File: config.mk
export PLATFORM = sky130hd
export DESIGN_NAME = muldiv_seq
export DESIGN_NICKNAME = d
export VERILOG_FILES = /design/src/rtl/muldiv_seq.sv
export SDC_FILE = /design/constraint.sdc
export NUM_CORES = 1
export LEC_CHECK = 0
export CORE_MARGIN = 2
export CORE_UTILIZATION = 30
export CTS_BUF_LIST = sky130_fd_sc_hd__clkbuf_8
export DETAILED_ROUTE_END_ITERATION = 12
export HOLD_SLACK_MARGIN = 0.06
export PLACE_DENSITY = 0.44
export SETUP_SLACK_MARGIN = 0.3
export SLEW_MARGIN = 20
export SYNTH_ARGS = -nofsm -noshare
export SYNTH_HDL_FRONTEND = slang
export SYNTH_SLANG_ARGS = --single-unit
File: constraint.sdc
create_clock -name clk -period 5 [get_ports clk]
set_clock_uncertainty 0.05 [all_clocks]
set_input_delay 1.25 -clock clk [delete_from_list [all_inputs] [get_ports clk]]
set_output_delay 1.25 -clock clk [all_outputs]
set_load 0.03 [all_outputs]
File: src/rtl/muldiv_seq.sv
// Multi-cycle RV32M multiply/divide unit: shift-add multiply and restoring divide,
// one bit per cycle through a single shared WIDTH+1 bit adder/subtractor.
module muldiv_seq #(
    parameter int WIDTH = 32
) (
    input  logic             clk,
    input  logic             reset,
    input  logic             start,
    input  logic [2:0]       funct3,
    input  logic [WIDTH-1:0] op1,
    input  logic [WIDTH-1:0] op2,
    input  logic             kill,
    output logic             busy,
    output logic             done,
    output logic [WIDTH-1:0] result
);

    localparam int CW = $clog2(WIDTH);

    typedef enum logic [1:0] {IDLE, CALC, FINISH} state_t;

    state_t           state;
    logic [2:0]       op;
    logic [WIDTH-1:0] hi;
    logic [WIDTH-1:0] lo;
    logic [WIDTH-1:0] operand;
    logic [CW-1:0]    count;
    logic             neg_main;
    logic             neg_rem;

    logic             signed1;
    logic             signed2;
    logic             neg1;
    logic             neg2;
    logic [WIDTH-1:0] mag1;
    logic [WIDTH-1:0] mag2;
    logic             div_zero;
    logic             overflow;
    logic             fast;

    // Operand decode for a launch request; only consumed in IDLE.
    always_comb begin
        signed1  = (funct3 == 3'd0) || (funct3 == 3'd1) || (funct3 == 3'd2) ||
                   (funct3 == 3'd4) || (funct3 == 3'd6);
        signed2  = (funct3 == 3'd0) || (funct3 == 3'd1) ||
                   (funct3 == 3'd4) || (funct3 == 3'd6);
        neg1     = signed1 && op1[WIDTH-1];
        neg2     = signed2 && op2[WIDTH-1];
        mag1     = neg1 ? (~op1 + WIDTH'(1)) : op1;
        mag2     = neg2 ? (~op2 + WIDTH'(1)) : op2;
        div_zero = (op2 == '0);
        overflow = !funct3[0] && (op1 == {1'b1, {(WIDTH-1){1'b0}}}) && (&op2);
        fast     = funct3[2] && (div_zero || overflow);
    end

    logic             is_div;
    logic [WIDTH:0]   add_a;
    logic [WIDTH:0]   add_b;
    logic [WIDTH:0]   sum;

    // Shared adder: accumulates the multiplicand, or trial-subtracts the divisor
    // from the left-shifted partial remainder (sum[WIDTH] set means borrow).
    always_comb begin
        is_div = op[2];
        if (is_div) begin
            add_a = {hi, lo[WIDTH-1]};
            add_b = ~{1'b0, operand};
        end else begin
            add_a = {1'b0, hi};
            add_b = lo[0] ? {1'b0, operand} : '0;
        end
        sum = add_a + add_b + {{WIDTH{1'b0}}, is_div};
    end

    logic [2*WIDTH-1:0] prod_fix;
    logic [WIDTH-1:0]   quo_fix;
    logic [WIDTH-1:0]   rem_fix;
    logic [WIDTH-1:0]   result_next;

    always_comb begin
        prod_fix = neg_main ? (~{hi, lo} + (2*WIDTH)'(1)) : {hi, lo};
        quo_fix  = neg_main ? (~lo + WIDTH'(1)) : lo;
        rem_fix  = neg_rem ? (~hi + WIDTH'(1)) : hi;
        case (op)
            3'd0:                result_next = prod_fix[WIDTH-1:0];
            3'd1, 3'd2, 3'd3:    result_next = prod_fix[2*WIDTH-1:WIDTH];
            3'd4, 3'd5:          result_next = quo_fix;
            default:             result_next = rem_fix;
        endcase
    end

    always_ff @(posedge clk) begin
        if (reset) begin
            state    <= IDLE;
            op       <= '0;
            hi       <= '0;
            lo       <= '0;
            operand  <= '0;
            count    <= '0;
            neg_main <= 1'b0;
            neg_rem  <= 1'b0;
            busy     <= 1'b0;
            done     <= 1'b0;
            result   <= '0;
        end else begin
            case (state)
                IDLE: begin
                    done <= 1'b0;
                    busy <= 1'b0;
                    if (start && !kill) begin
                        op    <= funct3;
                        busy  <= 1'b1;
                        count <= CW'(WIDTH - 1);
                        // Fast paths preload the final quotient (lo) and remainder (hi).
                        if (fast) begin
                            hi       <= div_zero ? op1 : '0;
                            lo       <= div_zero ? '1 : op1;
                            neg_main <= 1'b0;
                            neg_rem  <= 1'b0;
                            state    <= FINISH;
                        end else begin
                            hi       <= '0;
                            lo       <= funct3[2] ? mag1 : mag2;
                            operand  <= funct3[2] ? mag2 : mag1;
                            neg_main <= neg1 ^ neg2;
                            neg_rem  <= neg1;
                            state    <= CALC;
                        end
                    end
                end
                CALC: begin
                    if (kill) begin
                        busy  <= 1'b0;
                        state <= IDLE;
                    end else begin
                        if (is_div) begin
                            hi <= sum[WIDTH] ? {hi[WIDTH-2:0], lo[WIDTH-1]} : sum[WIDTH-1:0];
                            lo <= {lo[WIDTH-2:0], ~sum[WIDTH]};
                        end else begin
                            hi <= sum[WIDTH:1];
                            lo <= {sum[0], lo[WIDTH-1:1]};
                        end
                        count <= count - CW'(1);
                        if (count == '0) begin
                            state <= FINISH;
                        end
                    end
                end
                FINISH: begin
                    if (kill) begin
                        busy <= 1'b0;
                    end else begin
                        result <= result_next;
                        done   <= 1'b1;
                    end
                    state <= IDLE;
                end
                default: begin
                    busy  <= 1'b0;
                    done  <= 1'b0;
                    state <= IDLE;
                end
            endcase
        end
    end

endmodule

======== Word level (Yosys, flattened, before mapping) ========
Cells that the tools add are included.
storage, ports and cells
  output and inout port bits .............. 34
  bits of input ports ..................... 71
  flip-flop bits (word level) ............. 142
  word-level logic and storage cells ...... 117
operators by class
  mux-type cells .......................... 39
  reductions and logical operators ........ 31
  bitwise operators ....................... 11
  eq/ne operators ......................... 17
  add/sub/neg operators ................... 8
operators with widths
  kind                     count
  $mux W32                 18
  $add A32 B1 Y32 const B  4
  $not A32 Y32             4
  $pmux W32 S2             2
  $pmux W32 S3             1
  $mux W33                 2
  $add A64 B1 Y64 const B  1
  $mux W64                 1
  $not A64 Y64             1
  $add A33 B1 Y33          1
  $add A33 B33 Y33         1
  $not A32 Y33             1
  $eq A32 B32 Y1 const B   1
  $logic_not A32 Y1        1
  $reduce_and A32 Y1       1
  $eq A3 B3 Y1 const B     4
  $mux W5                  2
  $pmux W5 S2              1
  $eq A3 B2 Y1 const B     3
  $mux W2                  4
  $reduce_and A2 Y1        4
  $logic_or A1 B1 Y1       7
  $eq A3 B1 Y1 const B     2
  $logic_and A1 B1 Y1      6
  other kinds (19)         33

======== Logic depth before layout (Yosys ltp) ========
  word-level depth ........................ 11
  mapped depth ............................ 19
  mapped depth without buffers ............ 16

======== Worst setup path after synthesis ========
Ideal clock, no wire load.
  path kind ............................... register to register
  from .................................... register op[2]
  to ...................................... register hi[29]
  path buffers ............................ 5
  data required time ...................... 4.855 ns
  stages on the path, launching flop included .. 20
  data arrival time ....................... 4.782 ns
  setup time .............................. 0.095 ns
  path slack .............................. 0.072 ns
  period minus slack after synthesis ...... 4.928 ns
  path through ............................ dfxtp_1 clkbuf_1 buf_1 clkbuf_1 clkbuf_1 nand2_1 o21ai_0 fa_1 inv_1 fa_1 nand2b_1 a21oi_1 o211ai_1 a21oi_1 o21ai_1 a211oi_1 a211o_1 buf_2 a221oi_1 a221oi_1
between the ends
  cells in the longest elaborated chain, start to end .. 7
  elaborated cells on any way between the ends .. 8
  classes of those cells .................. 2 x add/sub; 6 x mux
RTL lines
  item                    line  source
  from (decl)             23    logic [2:0] op;
  from (signal assigned)  111   op <= funct3;
  $mux W33                65    if (is_div) begin
  $add A33 B33 Y33        72    sum = add_a + add_b + {{WIDTH{1'b0}}, is_div};
  $add A33 B1 Y33         72
  $mux W32                137   hi <= sum[WIDTH] ? {hi[WIDTH-2:0], lo[WIDTH-1]} : sum[WIDTH-1:0];
  $mux W32 (*)            136   if (is_div) begin
  $mux W32 (*)            132   if (kill) begin
  $pmux W32 S2 (*)        106   case (state)
  to (signal assigned)    116   hi <= div_zero ? op1 : '0;
  to (signal assigned)    137
  to (signal assigned)    140   hi <= sum[WIDTH:1];
  to (decl)               24    logic [WIDTH-1:0] hi;
Every way passes the cells marked *; elsewhere a longest branch is shown, timed or not. The select of a mux whose other input is x is not followed.
A chain may end at the register's enable or synchronous reset.

======== Worst setup path after layout ========
  from .................................... register op[2]
  to ...................................... register hi[22]
Same word-level chain as after synthesis.

==> summary.txt <==
STA
  • Final hold viol count: 0
  • Max Slew Vio Count: 0
  • Tcrit/Tclk final: 90.7%
  • Max_slew headroom: 36.9%
  • RSZ-0062 raised after global routing: true
  • Slew of the pin with the lowest slew margin: 0.940 ns
  • # setup viols final: 0
  • Hold Slack: 0.405 ns
  • Peak Freq: 221 MHz
  • Min Clock Period, post-route: 4.54 ns

Power
  • Maximum VDD drop: 0.188 mV
  • Leak: 5.96 nW
  • PD cells: 253 mW/mm^2
  • Total power: 4.16 mW

Route
  • Total Wirelength: 64.9 mm
  • Initial DRC Count: 1,369
  • Vias per Instance: 5.80
  • Pre-antenna DRT Iters: 7
  • Drt wl/cell: 24.6 um
  • Residual DRC: 0
  • Vias: 15,300
  • Final ANT Viol Nets: 0

Logic synthesis
  • Avg Inst Size Synth: 7.12 um^2
  • Post-synthesis sequential area ratio: 20.4%
  • Count of cell types in the netlist: 85
  • Syn nets: 2,076
  • Most used flip-flop cell after synthesis: dfxtp_1
  • Area leader, netlist: dfxtp_1
  • Number of synthesized flops with an enable pin: 0
  • Yosys warns: 0
  • Synth area leaders: dfxtp_1 (20%), a21oi_1 (6.3%), xnor2_1 (5.9%)
  • Async S/R FF share, synth: 0%
  • Synthesized area: 0.0140 mm^2
  • Synth Register Bits: 142
  • Post-synth top area share: 20.4%
  • Cells after Synth: 1,962

Clock tree
  • Total CTS buffers: 17
  • CTS root buf: clkbuf_8
  • Clk slew on worst S/H paths: 0.10 ns
  • CTS H-Tree Depth: 4
  • CTS tree: built
  • Hold_buf cts: 0
  • Clock buffer depth: 2
  • Worst-skew pair later-pin latency: 0.57 ns
  • CTS sink cnt: 142

Worst setup path
  • Worst R2R Setup Slack: 0.46 ns
  • CP required: 5.45 ns
  • R2R cell count: 18
  • Max FO, Critical Path: 15
  • CP Launch Type: flip-flop
  • Critical path's slowest cell: dfxtp_4
  • CP dominant cell by count: buf_4
  • Top Family by Delay on Critical Path: compound AO/OA/AOI/OAI gates
  • Worst EP arrival: 4.98 ns
  • CP Capture Type: flip-flop
  • Crit path depth: 18
  • Crit Path Category: flip-flop to flip-flop
  • Crit-path cells: inv_1 > o21ai_1 > fa_1 > inv_1 > fa_1 > nand2b_1 > a21oi_1 > buf_4 > o211ai_1 > a21oi_1 > o21ai_1 > buf_4 > a21o_1 > buf_12 > a211oi_2 > buf_4 > mux2_2 > o21ai_0
  • Worst path max stage delay: 0.51 ns
  • Buf/Inv on CP: 6

Floorplanning
  • Core Box Area: 0.0463 mm^2
  • DIE WIDTH: 220 um
  • Row count: 79
  • Chip height: 220 um
  • IO Pins: 105
  • Initial Utilization: 30.2%
  • Die area: 0.0483 mm^2

Global route
  • Vias in the first global route: 14,400
  • Total GRT Usage: 26.9%
  • Initial antenna violation count: 2
  • Largest net degree at the start of global routing: 66
  • First-pass GRT wire length: 95.6 mm
  • Grt total ovfl: 0

Finish
  • Area grow syn2layout: 17.5%
  • Layout Utilization: 35.5%
  • Nets@finish: 2,130
  • Fill cells: 5,022
  • Finished Layout Cells: 2,636
  • Share of post-route cells with drive strength above 1: 11.2%
  • ANT cells: 0
  • Design Area, Final: 0.0164 mm^2

Place
  • Dpl cells: 2,604
  • Port Buffer Count: 104
  • Post-DP HPWL: 50.7 mm
  • DP Area: 0.0159 mm^2
  • Final RePlAce weighted congestion: 0.927

Min path
  • Worst Hold Depth: 2
  • Hold Crit Class: flip-flop to flip-flop

Status
  • Outcome: completed

Job
  • Maxcap violations: 0
[Yosys cell counts (18+ instances only)]
| master | n |
|---|---|
| nand2_1 | 210 |
| nor2_1 | 194 |
| a21oi_1 | 176 |
| o21ai_0 | 145 |
| dfxtp_1 | 142 |
| clkbuf_1 | 136 |
| xnor2_1 | 94 |
| xor2_1 | 66 |
| nor3_1 | 57 |
| nand3_1 | 50 |
| mux2_2 | 48 |
| a211oi_1 | 45 |
| ha_1 | 41 |
| mux2i_1 | 40 |
| inv_1 | 36 |
| o31ai_1 | 26 |
| or3_1 | 26 |
| o211ai_1 | 25 |
| o221ai_1 | 22 |
| nor4_1 | 21 |
| o22ai_1 | 21 |
| a221oi_1 | 20 |
| a21o_1 | 19 |
| nand2b_1 | 19 |
| a31oi_1 | 18 |
| or4_1 | 18 |
[worst min-delay path, stage by stage, from the launching register on]
cell     delay [ns]
dfxtp_1        0.32
nand2_1        0.05
a21oi_1        0.05
[state kept, by name, indices dropped and copies added (netlist names)]
signal    count
count         5
lo           32
op            3
hi           32
done          1
neg_main      1
result       32
operand      32
busy          1
neg_rem       1
state         2
[cells by family after synthesis]
kind of cell	Yosys count	synth area share (%)
AND/OR/NAND/NOR	695	23.9
AO/OA/AOI/OAI	627	29.0
buffers and inverters	207	5.99
XOR/XNOR	160	10.0
flip-flops	142	20.4
multiplexers	88	6.74
adder cells (fa/ha/maj)	43	3.96
[final cells by class]
cell class	instances	area, um^2	area share (%)
Inverter	37	139	0.847
Tap cell	607	759	4.63
Timing Repair Buffer	205	1880	11.5
Sequential cell	142	2850	17.4
Multi-Input combinational cell	1613	10300	62.9
Clock inverter	10	156	0.953
Clock buffer	22	303	1.85
[power by group]
group / leakage [nW] / switching, mW / internal (mW)
Sequential: 1.16 / 0.157 / 1.22
Clock: 0.231 / 0.533 / 0.607
Combinational: 4.57 / 1.02 / 0.621
[per-layer routing]
layer,vias to the layer above,share of wire (%),track usage (%)
li1,7305,-,-
met1,7371,45,35.6
met2,521,46,43.0
met3,93,6.6,5.27
met4,2,3.0,9.69
met5,-,0.014,0
[worst paths after layout]
check / startpoint / end
hold / removal: result[26] / result[26]
setup / recovery: op[2] / hi[22]
setup reg to reg: op[2] / hi[22]
hold reg to reg: result[26] / result[26]
[cell usage in the layout, fill, tap and decap left out, types with 25 or more instances in the layout]
cell type          n
nand2_1          210
nor2_1           192
a21oi_1          176
o21ai_0          142
dfxtp_1          140
clkdlybuf4s50_1  102
buf_4             95
xnor2_1           94
xor2_1            66
nor3_1            56
nand3_1           50
mux2_2            48
a211oi_1          43
mux2i_1           40
ha_1              40
inv_1             36
or3_1             26
o31ai_1           26
o211ai_1          25
[timing repair]
action | 4_1_cts | 5_1_grt
endpoints found under the hold margin | 0 | 0
resized for setup | 0 | 4
buffers inserted | 0 | 0
endpoints found under the setup margin | 0 | 10
[metrics by stage]
stage               setup TNS [ns]  worst slack [ns]
floorplan                        0             0.321
global route                     0             0.291
global placement                 0             0.107
detailed placement         -0.0159           -0.0159
CTS                              0             0.401
finish                           0             0.465
Note: power is estimated with default switching activity, not from simulation.
==> RTL edit (config.mk and constraints unchanged) <==
Change the parameter `WIDTH` from 32 to 16.
--- a/src/rtl/muldiv_seq.sv
+++ b/src/rtl/muldiv_seq.sv
@@ -3,3 +3,3 @@
 module muldiv_seq #(
-    parameter int WIDTH = 32
+    parameter int WIDTH = 16
 ) (
Interface: changed (resized op1, op2 and result); port bits go from 105 to 57. The function was not compared with the original's and may differ.
==> RTL edit against the original RTL <==
  * Routed wire length fell by 58%
  * Final area is 49% lower
  * Sequential cell count fell by 65
  * Worst hold slack better by 0.0045 ns
  * Worst setup slack better by 0.39 ns
  * Total power fell by 50%
  * Cell count down 50%
  * Area after synthesis shrank 48%
==> RTL edit: results (changes against the original RTL) <==
Logic synthesis
  • Post-synthesis mux area share: 9.21% (+2.5 points)
  • Commonest cells post-synth: nor2_1, nand2_1, dfxtp_1
  • Post-Syn Instances: 970 (-51%)
  • Adder-cell share of the synthesized area: 4.70% (+0.74 points)
  • Post-synthesis compound-gate area fraction: 27.9% (-1.1 points)
  • Seq/Total Area, Yosys: 21.3% (+0.93 points)
  • Post-synthesis cell type count: 75 (-12%)
  • Post-synth top flop: dfxtp_1
  • Xor/xnor cell area share of the yosys netlist: 9.78% (-0.26 points)
  • Area contributors post-synth: dfxtp_1, mux2i_1, xnor2_1

Timing
  • Slew HR: 36.8% (-0.10 points)
  • Final hold slack: 0.410 ns (+0.00452 ns)
  • Minimum clock period: 4.15 ns (-0.389 ns)

Global routing
  • M1 GR Usage: 30.0% (-5.6 points)
  • Vias in the first global route: 6952 (-52%)
  • First-pass GRT wire length: 42300 um (-56%)
  • Initial antenna violation count: 0 (-2)
  • Grt met2 use: 34.8% (-8.2 points)
  • Largest net degree at the start of global routing: 40 (-39%)
  • Met3 usage: 2.37% (-2.9 points)

Placement
  • DP Wirelength: 20800 um (-59%)
  • Placed Cells: 1292 (-50%)
  • I/O Buffers: 56 (-46%)
  • Area after DPL: 8080 um^2 (-49%)
  • Dpl ws: 0.730 ns (+0.746 ns)
  • Routability cong.: 0.876 (-5.5%)

Drt
  • WL met3: 1110 um (-74%)
  • Avg WL per Cell: 20.9 um (-15%)
  • DR WL met2: 12500 um (-58%)
  • Vias per cell: 5.57 (-4.0%)
  • Initial DRT Pass Iterations: 5 (-2)
  • Starting DRT DRC Count: 505 (-63%)
  • Top sig layer: met4

Run status
  • Outcome: completed

Worst setup path
  • CP max-delay cell: dfxtp_1
  • R2R Path End: hi[10]
  • Arrival @ worst endpoint: 4.39 ns (-0.59 ns)
  • CP startpoint: lo[0]
  • Crit path max fanout: 16 (+1)
  • Worst-case reg-to-reg path depth: 15 (-3)
  • Reg2reg setup slack: 0.85 ns (+0.39 ns)
  • Max stage delay on crit path: 0.46 ns (-0.05 ns)

Clocking
  • Clk Latency, worst-skew pair: 0.40 ns (-0.17 ns)
  • H-tree depth: 3 (-1)

Layout
  • Fill cells: 2592 (-48%)
  • Non-Filler Instances: 1308 (-50%)
  • Final #Nets: 1049 (-51%)

Hold path
  • Min-Delay Endpoint: result[9]
  • HP Start: result[9]

Pwr
  • Clk. pwr: 557 uW (-51%)
  • Combinational Power Share: 37.5% (-1.9 points)
  • Peak VDD IR: 101 uV (-46%)
  • Combinational power: 776 uW (-53%)
  • Cell internal pwr: 1.20 mW (-51%)
  • LEAKAGE: 3.09 nW (-48%)
RTL edit: changes by cell type in the layout (fill, tap and decap cells not counted), moves of 27 or more:
| cell | unedited run | this run |
|---|---|---|
| dfxtp_1 | 140 | 76 |
| buf_4 | 95 | 23 |
| nand2_1 | 210 | 100 |
| nand3_1 | 50 | 12 |
| xnor2_1 | 94 | 46 |
| clkdlybuf4s50_1 | 102 | 55 |
| a21oi_1 | 176 | 63 |
| mux2_2 | 48 | 21 |
| nor2_1 | 192 | 102 |
| o21ai_0 | 142 | 54 |
| xor2_1 | 66 | 33 |
RTL edit: area by class of cell:
cell class | count | area, um^2 | area share (%)
clock inverters | 7 | 87.6 | 1.06
inverters | 27 | 101 | 1.22
clock buffers | 9 | 124 | 1.49
flip-flops and latches | 77 | 1540 | 18.6
repair buffers | 79 | 728 | 8.78
well taps | 319 | 399 | 4.81
multi-input cells | 790 | 5310 | 64.0
